## config.mk

```make
export PLATFORM = sky130hd
export DESIGN_NAME = sign_extend_arbiter
export DESIGN_NICKNAME = d
export VERILOG_FILES = /design/src/rtl/sign_extend_arbiter.sv
export SDC_FILE = /design/constraint.sdc
export NUM_CORES = 1
export LEC_CHECK = 0
export ABC_AREA = 0
export BUFFER_PORTS_ARGS = -buffer_cell sky130_fd_sc_hd__buf_2
export CORE_UTILIZATION = 45
export CTS_BUF_LIST = sky130_fd_sc_hd__clkbuf_8
export CTS_CLUSTER_SIZE = 25
export DETAILED_ROUTE_END_ITERATION = 6
export PLACE_DENSITY = 0.95
export SLEW_MARGIN = 20
export SYNTH_ARGS = -nofsm -noshare
export SYNTH_HDL_FRONTEND = slang
export SYNTH_SLANG_ARGS = --single-unit
```

## constraint.sdc

```tcl
create_clock -name clk -period 2.8 [get_ports clk]
set_input_delay 0.56 -clock clk [delete_from_list [all_inputs] [get_ports clk]]
set_output_delay 0.56 -clock clk [all_outputs]
set_load 0.005 [all_outputs]
```

## src/rtl/sign_extend_arbiter.sv

```systemverilog
// sign_extend_arbiter: round-robin arbiter sharing one sign-extender, registered tagged result.
// Define SE_ARB_ZERO_EXT_EN to add the per-requester req_zext zero-extend select.
module sign_extend #(
  parameter int NUM_INPUTS  = 16,
  parameter int NUM_OUTPUTS = 32
) (
  input  logic [NUM_INPUTS-1:0]  in_data,
  input  logic                   zext,
  output logic [NUM_OUTPUTS-1:0] out_data
);
  if (NUM_OUTPUTS > NUM_INPUTS) begin : g_ext
    assign out_data = {{(NUM_OUTPUTS-NUM_INPUTS){in_data[NUM_INPUTS-1] & ~zext}}, in_data};
  end else begin : g_copy
    assign out_data = in_data;
  end
endmodule

module sign_extend_arbiter #(
  parameter int NUM_REQ     = 2,
  parameter int NUM_INPUTS  = 16,
  parameter int NUM_OUTPUTS = 32,
  parameter int ID_W        = ($clog2(NUM_REQ) > 0 ? $clog2(NUM_REQ) : 1)
) (
  input  logic                          clk,
  input  logic                          rst,
  input  logic [NUM_REQ-1:0]            req_valid,
  input  logic [NUM_REQ*NUM_INPUTS-1:0] req_data,
`ifdef SE_ARB_ZERO_EXT_EN
  input  logic [NUM_REQ-1:0]            req_zext,
`endif
  output logic [NUM_REQ-1:0]            req_ready,
  output logic                          out_valid,
  output logic [NUM_OUTPUTS-1:0]        out_data,
  output logic [ID_W-1:0]               out_id,
  input  logic                          out_ready
);
  logic [ID_W-1:0]        ptr_q, ptr_d, gidx, off;
  logic [ID_W:0]          sum;
  logic [NUM_REQ-1:0]     rot, grant;
  logic [NUM_INPUTS-1:0]  sel_data;
  logic                   sel_zext, can_accept, xfer;
  logic [NUM_OUTPUTS-1:0] ext, out_data_q, out_data_d;
  logic [ID_W-1:0]        out_id_q, out_id_d;
  logic                   out_valid_q, out_valid_d;
  // Rotate so bit 0 is the requester at ptr; the lowest set bit is the winner's offset.
  assign rot = NUM_REQ'({req_valid, req_valid} >> ptr_q);
  always_comb begin
    off = '0;
    for (int k = NUM_REQ-1; k >= 0; k--) off = rot[k] ? ID_W'(k) : off;
    sum = {1'b0, ptr_q} + {1'b0, off};
    gidx = ID_W'(sum >= (ID_W+1)'(NUM_REQ) ? sum - (ID_W+1)'(NUM_REQ) : sum);
    grant = |req_valid ? NUM_REQ'(1) << gidx : '0;
  end
  always_comb begin
    sel_data = '0;
    for (int i = 0; i < NUM_REQ; i++)
      sel_data = sel_data | (req_data[i*NUM_INPUTS +: NUM_INPUTS] & {NUM_INPUTS{grant[i]}});
  end
`ifdef SE_ARB_ZERO_EXT_EN
  assign sel_zext = |(grant & req_zext);
`else
  assign sel_zext = 1'b0;
`endif
  sign_extend #(.NUM_INPUTS(NUM_INPUTS), .NUM_OUTPUTS(NUM_OUTPUTS)) u_se (
    .in_data  (sel_data),
    .zext     (sel_zext),
    .out_data (ext)
  );
  assign can_accept = !out_valid_q || out_ready;
  assign req_ready  = grant & {NUM_REQ{can_accept && !rst}};
  assign xfer       = |req_ready;
  always_comb begin
    out_valid_d = xfer ? 1'b1 : out_valid_q && !out_ready;
    out_data_d  = xfer ? ext : out_data_q;
    out_id_d    = xfer ? gidx : out_id_q;
    ptr_d       = !xfer ? ptr_q : gidx == ID_W'(NUM_REQ-1) ? '0 : gidx + ID_W'(1);
  end
  always_ff @(posedge clk) begin
    if (rst) begin
      out_valid_q <= 1'b0;
      out_data_q  <= '0;
      out_id_q    <= '0;
      ptr_q       <= '0;
    end else begin
      out_valid_q <= out_valid_d;
      out_data_q  <= out_data_d;
      out_id_q    <= out_id_d;
      ptr_q       <= ptr_d;
    end
  end
  assign out_valid = out_valid_q;
  assign out_data  = out_data_q;
  assign out_id    = out_id_q;
endmodule

```

==> run metrics <==
GPL Wtd Cong 0.6679; met2 WL 1277 um; Net Count, Synth 147; CTS tree done; DR pass1 iterations 4; CP most frequent cell buf_2; EDFF count, synth 0; number of port buffers 72; Global Route Usage Sum 22.05%; Num CTS Buffers 3; die width 49.61 um; Worst Slack Setup Final 394.9 ps; crit path kind in2out; Clk network pwr share 29.4%; Setup Viol. Count Final 0; Syn. warnings 0; critical path peak fanout 20; final hold vios 0; DP Wirelength 1964 um; Initial DRC Count 27; switching share of power 28.05%; Post-Synthesis Cell Area 1020 um2; via/cell ratio 5.654; metal1 wirelength 1173 um; number of H-tree levels 1; max cap viols 0; Post-DRT Antenna Nets 0; grt ovf 0; period utilization 85.90%; num rows 16; DR WL/cell 14.44 um; final wirelength 2715 um; setup TNS 0 ps; register area 380.4 um2; outcome complete, no violations; CP Cell Sequence buf_2 -> a21boi_2 -> and3_1 -> buf_2; antenna violations before repair 0; footprint of the multi-input gates 437.9 um2; Top FF cell, synth dfxtp_1; clock skew 2.787 ps; final std cells w/o fill 188; metal3 WL 233 um; synth top area cells dfxtp_1 (37%), a32oi_1 (14%), buf_4 (12%), o211ai_1 (12%), o21ai_1 (7.9%); Worst Tran Pin Value 731.5 ps; Vias 1063; Total Power 0.0006364 W; Slew headroom 50.95%; Worst VDD drop 0.2712 mV; P_sw 0.0001785 W; crit end category output port; part of the power in combinational logic 22.6%; largest net degree at the start of global routing 21; die area 2461 um2; Reg power frac 48.0%; max frequency 415.8 MHz; Vert. Die Dim 49.61 um; DP Cell Count 184; Post-CTS Hold Fix Bufs 0; top cells by count, synth dfxtp_1 (19), a32oi_1 (16), buf_4 (16), o211ai_1 (16), o21ai_1 (16); Layout fillers 180; Slew Viols, Final 0; Yosys cell types 22; post-synth top area cell dfxtp_1; Hold WC Path Type reg2reg; vias in the first global route 927; Starting Density 49.94%; IO Count 73; Root Driver clkbuf_8; Core Area 2042 um2; top cell type's share of synthesized area 37.30%; top-count cell post-synth dfxtp_1; leakage power 0.6209 nW; #FFs+latches synth 19; Worst Path Arrival 1850 ps; worst skew pair latency 250 ps; drt drc 0; Post-Place Worst Slack 415.6 ps; critical path required time 2240 ps; post-CTS sizing 0; Post-CTS Setup Inserts 0; Area Growth Syn to Fin 25.89%; Critical Path Source Type primary input; CTS Sinks 19; RSZ-0062 raised after global routing no; Mapped Cells 110; post-synthesis sequential area ratio 37.30%; Crit-path slowest cell a21boi_2; Reg clk slew, reported paths 70 ps; # diodes 0; syn_area_per_cell 9.270 um2; Worst path max stage delay 620 ps; share of cells above drive strength 1 50.93%; Synth async-reset ratio 0%; internal power 0.0004579 W; Final nets 199; CTS Buffer Depth 2; Period minus WS final 2405 ps; pwr dens 495.7 nW/um2; Max Used Layer met4; first-pass GRT wire length 4202 um
## cells in the final DEF, fill, tap and decap left out
cell type	instances
buf_2	72
dfxtp_1	19
a32oi_1	16
o211ai_1	16
o21ai_1	16
clkbuf_8	3
buf_4	3
inv_1	2
nand2_1	2
a21oi_1	2
or2b_2	1
a21boi_2	1
and3_1	1
nor2b_4	1
nand2b_1	1
nor3_1	1
nor2_1	1
or3_4	1
nand3_1	1
a31o_1	1
## logic make-up after synthesis
logic type	after synthesis	share of synthesized area [%]
compound gates	52	36.32
buf+inv	29	19.75
flops	19	37.30
simple gates	10	6.625
## critical path: cells and delay by family
kind	cells	cell delay [ps]
simple gates	1	300
buf+inv	2	360
compound gates	1	620
## power groups by stage
stage	Sequential (W)	Clock [W]	Combinational [W]
3_5_place_dp	0.000311	0	0.000143
5_1_grt	0.000308	0.000202	0.000158
2_1_floorplan	0.000313	0	0.0000942
6_report	0.000305	0.000187	0.000144
4_1_cts	0.000305	0.000190	0.000144
3_3_place_gp	0.000310	0	0.000138
## registers in the layout, indices dropped and copies added (netlist names)
signal / cells
out_data: 16
out_id: 1
out_valid: 1
ptr_q: 1
## path summary, 6_finish.rpt
path / start / end / slack (ps) / cells after the start
max reg2reg: ptr_q$_SDFFE_PP0P_ / out_id$_SDFFE_PP0P_ / 1400 / 3
min: out_id$_SDFFE_PP0P_ / out_id$_SDFFE_PP0P_ / 460 / 2
max: req_valid[1] / req_ready[0] / 390 / 4
min reg2reg: out_id$_SDFFE_PP0P_ / out_id$_SDFFE_PP0P_ / 460 / 2
## routing by layer
metal | track usage, % | vias up
met3 | 3.704 | 4
met2 | 37.61 | 74
li1 | - | 511
met5 | 0 | -
met1 | 26.93 | 474
met4 | 9.524 | 0
## per-stage QoR
step | instance area [um2] | hold slack [ps] | util, %
after global placement | 1239 | 445.6 | 60.66
after CTS | 1284 | 463.5 | 62.87
final | 1284 | 463.5 | 62.87
after global routing | 1284 | 482.4 | 62.87
after floorplan | 1020 | 452.7 | -
after detailed placement | 1239 | 453.9 | 60.66
## layout make-up
| type | instances | share of cell area [%] |
|---|---|---|
| clock buffers | 3 | 3.216 |
| clock inverters | 1 | 0.2924 |
| flip-flops and latches | 19 | 29.63 |
| repair buffers | 75 | 29.82 |
| multi-input cells | 62 | 34.11 |
| inverters | 1 | 0.2924 |
| well taps | 27 | 2.632 |
No activity file was read; power rests on OpenSTA's default activity.
